===== config.mk =====
export PLATFORM = sky130hd
export DESIGN_NAME = mash_nth_order
export DESIGN_NICKNAME = d
export VERILOG_FILES = /design/src/rtl/mash_pkg.sv /design/src/rtl/mash_stage.sv /design/src/rtl/mash_nth_order.sv
export SDC_FILE = /design/constraint.sdc
export NUM_CORES = 1
export LEC_CHECK = 0
export ABC_CLOCK_PERIOD_IN_PS = 4660
export BUFFER_PORTS_ARGS = -buffer_cell sky130_fd_sc_hd__buf_2
export CAP_MARGIN = 20
export CORE_MARGIN = 1
export CORE_UTILIZATION = 45
export CTS_BUF_LIST = sky130_fd_sc_hd__clkbuf_2 sky130_fd_sc_hd__clkbuf_4 sky130_fd_sc_hd__clkbuf_8
export DETAILED_ROUTE_END_ITERATION = 16
export MAX_ROUTING_LAYER = met4
export PLACE_DENSITY = 0.66
export SLEW_MARGIN = 20
export SYNTH_ARGS = -nofsm -noshare
export SYNTH_HDL_FRONTEND = slang
export SYNTH_SLANG_ARGS = --single-unit

===== constraint.sdc =====
create_clock -name clk -period 4.66 [get_ports clk]
set_input_delay 0.932 -clock clk [delete_from_list [all_inputs] [get_ports clk]]
set_output_delay 0.932 -clock clk [all_outputs]
set_load 0.1 [all_outputs]

===== src/rtl/mash_pkg.sv =====
// Shared constants and helpers for the MASH 1-1-...-1 delta-sigma modulator:
// order limits, output width rule, dither LFSR definition and cancellation weights.
package mash_pkg;

  localparam int MASH_MAX_ORDER = 4;
  localparam int LFSR_W         = 16;

  // Right-shifting Fibonacci form of taps 16,14,13,11: feedback = b0^b2^b3^b5
  localparam logic [LFSR_W-1:0] LFSR_TAP_MASK     = 16'h002D;
  localparam logic [LFSR_W-1:0] LFSR_DEFAULT_SEED = 16'hACE1;

  function automatic int out_width(input int order);
    return order + 1;
  endfunction

  // Signed weight of c_order[n-tap] in (1-z^-1)^(order-1): (-1)^tap * C(order-1, tap)
  function automatic int binom(input int order, input int tap);
    int n;
    int c;
    n = order - 1;
    c = 1;
    if ((tap < 0) || (tap > n)) begin
      return 0;
    end
    for (int i = 0; i < tap; i++) begin
      c = (c * (n - i)) / (i + 1);
    end
    return ((tap % 2) == 1) ? -c : c;
  endfunction

endpackage


===== src/rtl/mash_stage.sv =====
// One first-order accumulator stage: combinational sum/carry of acc + in + cin,
// with the accumulator register advancing only on enabled edges.
module mash_stage #(
  parameter int BITS = 8
) (
  input  logic            clk,
  input  logic            rst_n,
  input  logic            en_i,
  input  logic [BITS-1:0] in_i,
  input  logic            cin_i,
  output logic [BITS-1:0] s_o,
  output logic            c_o
);

  logic [BITS-1:0] acc_q;
  logic [BITS-1:0] acc_d;
  logic [BITS:0]   sum_s;

  always_comb begin
    sum_s = {1'b0, acc_q} + {1'b0, in_i} + {{BITS{1'b0}}, cin_i};
    s_o   = sum_s[BITS-1:0];
    c_o   = sum_s[BITS];
    if (en_i) begin
      acc_d = sum_s[BITS-1:0];
    end else begin
      acc_d = acc_q;
    end
  end

  always_ff @(posedge clk or negedge rst_n) begin
    if (!rst_n) begin
      acc_q <= '0;
    end else begin
      acc_q <= acc_d;
    end
  end

endmodule


===== src/rtl/mash_nth_order.sv =====
// MASH 1-1-...-1 modulator of ORDER cascaded stages with carry noise cancellation,
// frequency-word load strobe, clock enable with freeze and optional LFSR LSB dither.
module mash_nth_order
  import mash_pkg::*;
#(
  parameter int                BITS        = 8,
  parameter int                ORDER       = 3,
  parameter int                OUT_W       = out_width(ORDER),
  parameter logic [LFSR_W-1:0] DITHER_SEED = LFSR_DEFAULT_SEED
) (
  input  logic                    clk,
  input  logic                    rst_n,
  input  logic                    en_i,
  input  logic [BITS-1:0]         f_i,
  input  logic                    f_load_i,
  input  logic                    dither_en_i,
  output logic signed [OUT_W-1:0] dn_o,
  output logic                    valid_o
);

  if ((ORDER < 1) || (ORDER > MASH_MAX_ORDER)) begin : g_bad_order
    $error("mash_nth_order: ORDER must be in 1..%0d", MASH_MAX_ORDER);
  end
  if (OUT_W != out_width(ORDER)) begin : g_bad_out_w
    $error("mash_nth_order: OUT_W is derived from ORDER and must not be overridden");
  end
  if (DITHER_SEED == '0) begin : g_bad_seed
    $error("mash_nth_order: DITHER_SEED must be nonzero");
  end

  logic [BITS-1:0]   f_q, f_d;
  logic [LFSR_W-1:0] lfsr_q, lfsr_d;
  logic [BITS-1:0]   chain_s [ORDER+1];
  logic              chain_unused_s;
  logic [MASH_MAX_ORDER-1:0] c_s;
  // cd_q[k][j] holds c_(k+1) from j+1 enabled edges ago
  logic [MASH_MAX_ORDER-1:0][MASH_MAX_ORDER-2:0] cd_q, cd_d;
  logic [MASH_MAX_ORDER-1:0][MASH_MAX_ORDER-1:0] hist_s;
  logic signed [OUT_W-1:0] y_s, dn_q, dn_d;
  logic valid_q;

  assign chain_s[0]     = f_q;
  assign chain_unused_s = ^chain_s[ORDER];

  for (genvar k = 0; k < MASH_MAX_ORDER; k++) begin : g_stage
    if (k < ORDER) begin : g_on
      mash_stage #(.BITS(BITS)) u_stage (
        .clk   (clk),
        .rst_n (rst_n),
        .en_i  (en_i),
        .in_i  (chain_s[k]),
        .cin_i ((k == 0) ? (dither_en_i & lfsr_q[0]) : 1'b0),
        .s_o   (chain_s[k+1]),
        .c_o   (c_s[k])
      );
    end else begin : g_off
      assign c_s[k] = 1'b0;
    end
  end

  // Y = sum over stages of (1-z^-1)^(k-1) c_k; unused stages contribute zero carries
  always_comb begin
    y_s = '0;
    for (int k = 0; k < MASH_MAX_ORDER; k++) begin
      hist_s[k] = {cd_q[k], c_s[k]};
      for (int t = 0; t < MASH_MAX_ORDER; t++) begin
        if (hist_s[k][t]) begin
          y_s = y_s + OUT_W'(binom(k + 1, t));
        end else begin
          y_s = y_s;
        end
      end
    end
  end

  // Next state: f capture is independent of en, everything else freezes when en is low
  always_comb begin
    f_d    = f_q;
    lfsr_d = lfsr_q;
    cd_d   = cd_q;
    dn_d   = dn_q;
    if (f_load_i) begin
      f_d = f_i;
    end else begin
      f_d = f_q;
    end
    if (en_i) begin
      lfsr_d = {^(lfsr_q & LFSR_TAP_MASK), lfsr_q[LFSR_W-1:1]};
      for (int k = 0; k < MASH_MAX_ORDER; k++) begin
        cd_d[k] = {cd_q[k][MASH_MAX_ORDER-3:0], c_s[k]};
      end
      dn_d = y_s;
    end else begin
      lfsr_d = lfsr_q;
      cd_d   = cd_q;
      dn_d   = dn_q;
    end
  end

  // State and output registers
  always_ff @(posedge clk or negedge rst_n) begin
    if (!rst_n) begin
      f_q     <= '0;
      lfsr_q  <= DITHER_SEED;
      cd_q    <= '0;
      dn_q    <= '0;
      valid_q <= 1'b0;
    end else begin
      f_q     <= f_d;
      lfsr_q  <= lfsr_d;
      cd_q    <= cd_d;
      dn_q    <= dn_d;
      valid_q <= en_i;
    end
  end

  assign dn_o    = dn_q;
  assign valid_o = valid_q;

endmodule


Yosys cells after proc, flatten, opt, wreduce, memory -nomap -nowiden --
Cells that the tools add are included.
Storage, ports and cells: word-level logic and storage cells 45, output and inout bits 5, flip-flop bits (word level) 62, input port bits 13
Cells by class: muxes and demuxes 18, reduce and logical (&&, ||, !) cells 1, $add $sub $neg 15, bitwise operators 1
Operators with widths (number):
- 2-to-1 mux 4 bit | 17
- adder 8 x 8 -> 9 bit | 3
- adder 4 bit | 6
- adder 4 x 2 -> 4 bit (second input constant) | 4
- XOR reduction 16 bit | 1
- adder 9 x 1 -> 9 bit | 1
- adder 4 x 1 -> 4 bit (second input constant) | 1
- bitwise AND 1 bit | 1
- 2-to-1 mux 1 bit | 1

Logic depth before layout (Yosys ltp) --
Gate-level depths: netlist (run 1).
depth in word-level cells 25, depth in mapped cells 26, gate-level depth less buffers 26

Modules after synthesis --
Synthesis (run 1) repeated with hierarchy kept, for this count alone.
Second synthesis, totals: cells, all modules 313, area, all modules 3477.1 um^2
By module, submodules not included:
- mash_stage | instances 3, area an instance 664.4 um^2, cells each 67, sequential area each 200.2 um^2
- mash_nth_order | instances 1, area an instance 1483.9 um^2, cells each 112, sequential area each 810.8 um^2

Worst setup path before layout (run 1) --
Ideal clock, no wire load.
path kind in2reg, from input port dither_en_i, to register dn_q[3] (netlist: dn_o[3]), required time 4.534 ns, library setup time 0.126 ns, path buffers 0, stages 23, arrival time 5.351 ns, slack -0.817 ns, path through nand2_1 fa_1 fa_1 nor2b_1 o21ai_0 a21boi_0 nor2_1 ha_1 a21boi_0 o21ai_0 nand2b_1 a21o_1 a21oi_1 fa_1 ha_1 a21boi_2 xnor2_1 inv_1 ha_1 nand2_1 o2111ai_2 xnor2_1 mux2_4
RTL lines:
- start: declaration | line mash_nth_order.sv:16 | input logic dither_en_i,
- end signal: assignment | line mash_nth_order.sv:112 | dn_q <= dn_d;
- end: declaration | line mash_nth_order.sv:39 | logic signed [OUT_W-1:0] y_s, dn_q, dn_d;

==> results of run 1 <==
[logic make-up (layout without fill, tap and decap cells)]
family / count (synthesis) / in the layout / share of synthesized area
xor+xnor: 26 / 26 / 0.0717
flops: 56 / 56 / 0.430
mux: 47 / 47 / 0.162
buf+inv: 26 / 104 / 0.0301
compound gates: 49 / 49 / 0.0976
simple gates: 49 / 49 / 0.0706
fa+ha+maj: 33 / 33 / 0.137
[what timing repair did]
item,CTS,global route
resized for setup,12,20
buffers inserted,27,2
pin swaps,26,27
setup endpoints to repair,4,5
[flip-flops by register name, indices dropped and copies added, names as in the netlist]
register and count:
cd_q 3, dn_o 4, valid_o 1, g_stage.g_on.u_stage.acc_q 24, f_q 8, lfsr_q 16
[worst min-delay path, cell delays in order, from the launching register on]
cell     delay [ns]
dfstp_2        0.38
nor2_1         0.08
a21oi_1        0.05
[through the flow]
stage | utilization | area, sq um | instances | hold WS [ns] | setup TNS (ns)
3_3_place_gp | 0.552 | 3810 | 429 | 0.479 | -2.74
5_1_grt | 0.610 | 4210 | 460 | 0.518 | -2.26
2_1_floorplan | - | 3350 | 286 | 0.465 | -1.40
6_report | 0.610 | 4210 | 460 | 0.498 | -1.19
3_5_place_dp | 0.552 | 3810 | 429 | 0.483 | -3.11
4_1_cts | 0.599 | 4140 | 464 | 0.503 | -1.33
[layer usage]
| layer | part of all wire | vias to the layer above | GRT usage | wire length, um |
|---|---|---|---|---|
| met3 | 0.019 | 9 | 0.0294 | 111 |
| met5 | 0 | - | - | 0 |
| met1 | 0.46 | 1100 | 0.213 | 2740 |
| met2 | 0.50 | 23 | 0.297 | 3000 |
| li1 | - | 1134 | - | - |
| met4 | 0.016 | 0 | 0.0656 | 93 |
[final cells by class]
type,instances,area share
clock inverters,3,0.00624
well taps,96,0.0285
inverters,18,0.0160
multi-input cells,204,0.465
flip-flops and latches,56,0.335
clock buffers,5,0.0163
repair buffers,78,0.133
[how the worst max path moves through the flow]
| stage | from | endpoint | slack, ns | cells after the start |
|---|---|---|---|---|
| final | dither_en_i | dn_o[3] | -0.46 | 25 |
| after global routing | dither_en_i | dn_o[3] | -0.73 | 25 |
| after CTS | dither_en_i | dn_o[3] | -0.41 | 27 |
| after detailed placement | dither_en_i | dn_o[3] | -0.93 | 25 |
| after global placement | dither_en_i | dn_o[3] | -0.83 | 25 |
| after floorplan | dither_en_i | dn_o[3] | -0.58 | 21 |
[layout by cell type (no fill, tap or decap), drive strengths merged, types with 13 or more instances in the layout]
cell   Yosys  routed
dfrtp     48      48
ha        28      28
o21ai     13      13
nor2      17      17
inv       18      19
nand2     15      15
xnor2     21      21
buf        1      78
mux2      44      44
a21oi     15      15
==> impl.org, run 1 <==
** CTS
- CTS sink count :: 56
- Worst-case clock buffer depth :: 2
- TritonCTS built the clock tree.
- The cell sitting at the root of the clock tree is a clkbuf_8.
- Buffers inserted during clock tree synthesis total 5.
- For this design, the CTS-stage hold fixing added 0 buffers.
- The clock tree synthesis step divided the H-tree into 2 levels.
- Clock latency at the later pin of the worst-skew pair :: 0.31 ns
- Clock-pin slew was measured on the worst setup and hold paths at 0.11 ns.

** STA
- In the post-route analysis, the smallest setup slack over all paths is -0.461 ns.
- The final number of max-transition violations was 0.
- Hold Violations, Final :: 0
- Setup repair after global routing missed its margin :: yes
- The smallest clock period supported by the final layout is computed as 5.12 ns.
- Setup violators final :: 3
- Derived from the worst setup path, the maximum achievable clock frequency is 195 MHz.
- Dividing the final minimum period by the clock period gives 1.10.
- Slew HR :: 0.353
- Clock skew on the completed layout was measured at 0.00987 ns.
- At the pin with the least slew margin, the transition time is 0.971 ns.

** Synthesis
- Share of the synthesized area in the top cell type :: 0.366
- By area the synthesized netlist is led by dfrtp_1 37%, mux2_2 14%, ha_1 11%, dfstp_2 6.4%, xnor2_1 5.3%.
- The commonest cells after synthesis are 48 x dfrtp_1, 42 x mux2_2, 28 x ha_1.
- Of all flip-flops after synthesis, the portion carrying an async set or reset was 1.00.
- Count of distinct cell types in the synthesized netlist :: 40
- During synthesis, Yosys emitted a total of 0 warnings.
- The average instance in the mapped netlist occupies 11.5 sq um.
- The synthesized design contains 0 enable-type register cells.
- Commonest register cell after synthesis :: dfrtp_1
- The largest total area in the synthesized netlist belongs to dfrtp_1.
- Number of cells produced by synthesis :: 286
- Share of the yosys chip area belonging to registers :: 0.430
- After synthesis the netlist holds a flip-flop and latch count of 56.
- Most instantiated library cell after synthesis :: dfrtp_1
- In this run the cell area of the synthesized design comes to 3280 sq um.
- The number of nets in the synthesized netlist is 332.

** Routing
- For this block, the routed nets add up to 5.95 mm of wire.
- Routed WL per cell :: 12.9 um
- For this run, the detailed router's first-pass iteration total came to 4.
- Dividing the detail-routed via count by the number of cells gives 4.93.
- The routed layout has 2266 vias.
- After detailed routing, the number of remaining DRC violations is 0.
- Initial detailed-routing violation count :: 53
- Once detail routing completed, the nets flagged for antenna violations numbered 0.

** Worst setup path
- The cell family contributing the most delay on the critical path is adder cells.
- In this run the critical register-to-register path is captured at dn_o[3].
- Maximum fanout encountered on the critical timing path :: 4
- The number of cells on the worst reg-to-reg path is 24.
- In this design, the stage delay of the slowest critical-path cell is 0.38 ns.
- The worst register-to-register path begins at lfsr_q[0].
- The worst setup path is captured at a flop.
- Required time at the endpoint of the critical path :: 4.86 ns
- Arrival time of data at the critical path endpoint :: 5.32 ns
- Setup slack on the worst reg-to-reg path comes out at -0.39 ns.
- STA classifies the critical path startpoint as an input pin.
- Crit-path slowest cell :: fa_2
- Worst setup path class :: input pin to flop
- Counting both buffers and inverters, the worst setup path holds a total of 1.

** Global routing
- In the global route stage, overall resource usage came out at 0.177.
- Number of antenna violations at the first check in global routing :: 0
- Congestion Overflow GR :: 0
- Largest net degree at the start of global routing :: 57
- The number of global-route vias before repair is 2356.
- Global-route wire length before repair :: 10.3 mm

** Place
- Detailed placement ended at an HPWL of 3.95 mm.
- Buffers on Ports :: 17
- Routability-driven placement finished with a final weighted congestion of 0.815.
- Before CTS, the worst setup slack after placement is -0.934 ns.

** Die
- Measured along the x axis, the die boundary spans 87.4 um.
- For this configuration, the core starts out at a cell density of 0.475.
- For this design the top-level I/O count stands at 18.
- After floorplanning, the core was divided into 30 placement rows.
- In this run the standard cell core region covers 6910 sq um.
- Full die area :: 7640 sq um
- Die Height :: 87.4 um

** Status
- The checks that failed: setup timing.
- The flow ran to the end, but the final reports show violations.

** Cells and area
- The multi-input combinational cells in the finished layout cover a total of 1960 sq um.
- After filler insertion, the fill cell instance count of the layout stands at 604.
- ANT cells :: 0
- From synthesis to final layout, the design area changed by 28.4%.
- In the final layout, the share of cells above drive strength 1 is 0.484.
- Summing all flip-flop and latch instances after layout gives 1410 sq um.
- NumNets Final :: 409

** Worst hold path
- Type of the most critical hold path :: flop to flop
- Cell depth of the worst hold path :: 2
- Terminating pin of the worst hold path :: lfsr_q[15]
- Min-Delay Startpoint :: lfsr_q[15]

** Job
- Max-capacitance violation count :: 0
Power of run 1 is left out: the tool's default activity adds up to more than one toggle a clock period on the data nets, which glitch-free logic cannot reach.
==> inputs of run 2 (changes only) <==
CORE_MARGIN = 1.5   (was 1)
RECOVER_POWER = 100   (was not set)
==> impl.org, run 2 (synthesized netlist as in run 1, its figures left out) <==
** Die
- Row count :: 30 (unchanged)
- Full die area :: 7810 sq um (was 7640 sq um)
- Ports placed on the boundary :: 18 (unchanged)
- Floorplan die width :: 88.4 um (was 87.4 um)
- The initial core utilization was 0.475 (unchanged).
- The die extent in y came to 88.4 um (was 87.4 um).
- The placeable core region came to 6910 sq um (unchanged).

** CTS
- The number of H-tree levels was 2 (unchanged).
- The number of buffers inserted during clock tree synthesis is 5 (unchanged).
- CTS sink count :: 56 (unchanged)
- The insertion delay to the later sink of the worst-skew pair came to 0.32 ns (was 0.31 ns).
- Clock transition at the register clock pins on the worst setup and hold paths after CTS :: 0.11 ns (about the same)
- The number of buffers on the longest clock path came to 2 (unchanged).
- The clock tree from TritonCTS is done (unchanged).
- Root buf cell :: clkbuf_8 (unchanged)
- Hold-fix buffer count after cts :: 0 (unchanged)

** STA
- Clock Skews :: 0.0141 ns (was 0.00987 ns)
- Final WS setup :: -0.487 ns (was -0.461 ns)
- The maximum frequency from static timing analysis came to 194 MHz (was 195 MHz).
- Setup repair after global routing missed its margin :: yes (unchanged)
- The setup violation total in the final timing report came to 3 (unchanged).
- Clock period minus final worst setup slack :: 5.15 ns (was 5.12 ns)
- Slew HR :: -0.998 (was 0.353)
- Total count of max-transition violations in the final report :: 57 (was 0)
- The slew at the pin closest to its max-slew limit is 3.00 ns (was 0.971 ns).
- The period utilization came to 1.10 (about the same).
- The number of hold violations in the final report came to 0 (unchanged).

** Cells and area
- Most frequent standard cell in the layout excluding fill and tap cells :: dfrtp_1 (was buf_4)
- The cell area after layout is 4090 sq um (was 4210 sq um).
- Share of layout cells above drive strength 1 :: 0.447 (was 0.484)
- NumNets Final :: 396 (was 409)
- The antenna diode instance count was 0 (unchanged).
- Commonest cells after routing, fill and taps aside: 48 x dfrtp_1, 43 x buf_4, 42 x mux2_2 (was 59 x buf_4, 48 x dfrtp_1, 41 x mux2_2).
- Largest register by flop count :: g_stage.g_on.u_stage.acc_q (unchanged)
- Final Util :: 0.592 (was 0.610)
- The number of fill cells was 606 (was 604).
- The number of flip-flops under the largest register name was 24 (unchanged).
- Synth-to-layout area growth :: 24.6% (was 28.4%)
- Final Non-Filler Cells :: 447 (was 460)
- Largest registers ranked by flip-flop count :: g_stage.g_on.u_stage.acc_q x24, lfsr_q x16, f_q x8 (unchanged)

** Routing
- The violation count after the first detailed-route iteration was 72 (was 53).
- The number of detailed-routing iterations run before antenna repair came to 4 (unchanged).
- Routed WL per cell :: 12.4 um (was 12.9 um)
- Met2 wire len :: 2.77 mm (was 3.00 mm)
- Met3 layer wire length in the routed design :: 101 um (was 111 um)
- The highest metal layer with signal wires is met4 (unchanged).
- The total routed wire length on the met1 layer is 2.60 mm (was 2.74 mm).
- Vias after detailed routing :: 2210 (was 2266)
- Number of vias per cell after detailed routing :: 4.94 (was 4.93)
- DRC violations left :: 0 (unchanged)
- Detail Route Antenna Nets :: 0 (unchanged)
- The total wirelength of the detailed-routed design came to 5.55 mm (was 5.95 mm).

** Worst setup path
- Maximum fanout encountered on the critical timing path :: 3 (was 4)
- The required time reported for the critical path endpoint was 4.87 ns (was 4.86 ns).
- The critical path class is input pin to flop (unchanged).
- Kind of end point of the critical path :: flop (unchanged)
- The data arrival time of the critical path came to 5.35 ns (was 5.32 ns).
- The critical path startpoint category is an input pin (unchanged).

** Worst hold path
- Type of the most critical hold path :: flop to flop (unchanged)

** Place
- Gp weighted congestion :: 0.843 (was 0.815)
- Area of placed instances :: 3810 sq um (unchanged)
- The placed cell count was 429 (unchanged).
- DPL Wire Length :: 3.81 mm (was 3.95 mm)
- The count of buffers from port buffering was 17 (unchanged).
- Pre-CTS setup slack :: -0.966 ns (was -0.934 ns)

** Global routing
- The residual overflow from global routing came to 0 (unchanged).
- The number of antenna violations at the first check in global routing was 0 (unchanged).
- The number of global-route vias before repair was 2221 (was 2356).
- Global-route total usage across every layer :: 0.163 (was 0.177)
- Largest net degree at the start of global routing :: 57 (unchanged)
- The wire length of the first global-routing pass came to 9.66 mm (was 10.3 mm).

** Status
- Outcome :: complete, but fails checks (unchanged)
- Failing checks: capacitance limit, slew limit, setup timing (was setup timing).

** Job
- The total of max-cap violations came to 1 (was 0).
## run 2: cell types whose count changed in the layout (fill, tap and decap cells not counted), sizes merged
cell	change
buf	-15
clkbuf	+2
clkinvlp	-1
inv	+1
## run 2: path summary, 6_finish.rpt
check,startpoint,to,slack [ns],depth (start not counted)
max,dither_en_i,dn_o[3],-0.49,24
min,lfsr_q[15],lfsr_q[15],0.49,2
max reg2reg,lfsr_q[0],dn_o[3],-0.42,23
min reg2reg,lfsr_q[15],lfsr_q[15],0.49,2
max in group asynchronous,rst_n,f_q[5],1.29,2
min in group asynchronous,rst_n,g_stage[0].g_on.u_stage.acc_q[2],1.66,2
## run 2: through the flow
step	hold WS (ns)	TNS, ns
floorplan	0.465	-1.40
global placement	0.478	-2.83
detailed placement	0.481	-3.27
CTS	0.502	-0.970
global route	0.520	-2.09
finish	0.494	-1.24
## run 2: worst max-delay path, cell delays in order
cell       delay, ns
buf_8           0.08
nand2_8         0.04
fa_2            0.35
fa_2            0.35
buf_4           0.15
xnor2_2         0.13
ha_1            0.33
nor2b_2         0.18
o21ai_2         0.16
a21boi_2        0.09
o21ai_1         0.12
nand2b_1        0.10
a21o_1          0.23
a21oi_2         0.19
fa_2            0.49
ha_4            0.18
a21boi_4        0.14
xnor2_2         0.22
inv_2           0.07
ha_4            0.24
nand2_4         0.07
o2111ai_2       0.11
xnor2_1         0.15
mux2_4          0.25
## run 2: what timing repair did
item	4_1_cts	5_1_grt
resized for setup	15	13
cloned	0	0
pin swaps	21	12
setup endpoints to repair	4	4
setup buffers	6	4
## run 2: layout make-up
class | count | area, sq um | area share
well taps | 96 | 120 | 0.0294
clock inverters | 3 | 25.0 | 0.00612
multi-input cells | 204 | 1930 | 0.472
clock buffers | 5 | 68.8 | 0.0168
flip-flops and latches | 56 | 1410 | 0.345
repair buffers | 65 | 465 | 0.114
inverters | 18 | 67.6 | 0.0165
## run 2: per-layer routing
metal  track usage  vias to the layer above
li1              -                     1115
met1         0.204                     1067
met2         0.272                       21
met3        0.0224                        7
met4        0.0597                        0
met5             -                        -
Power of run 2 is left out for the same reason.
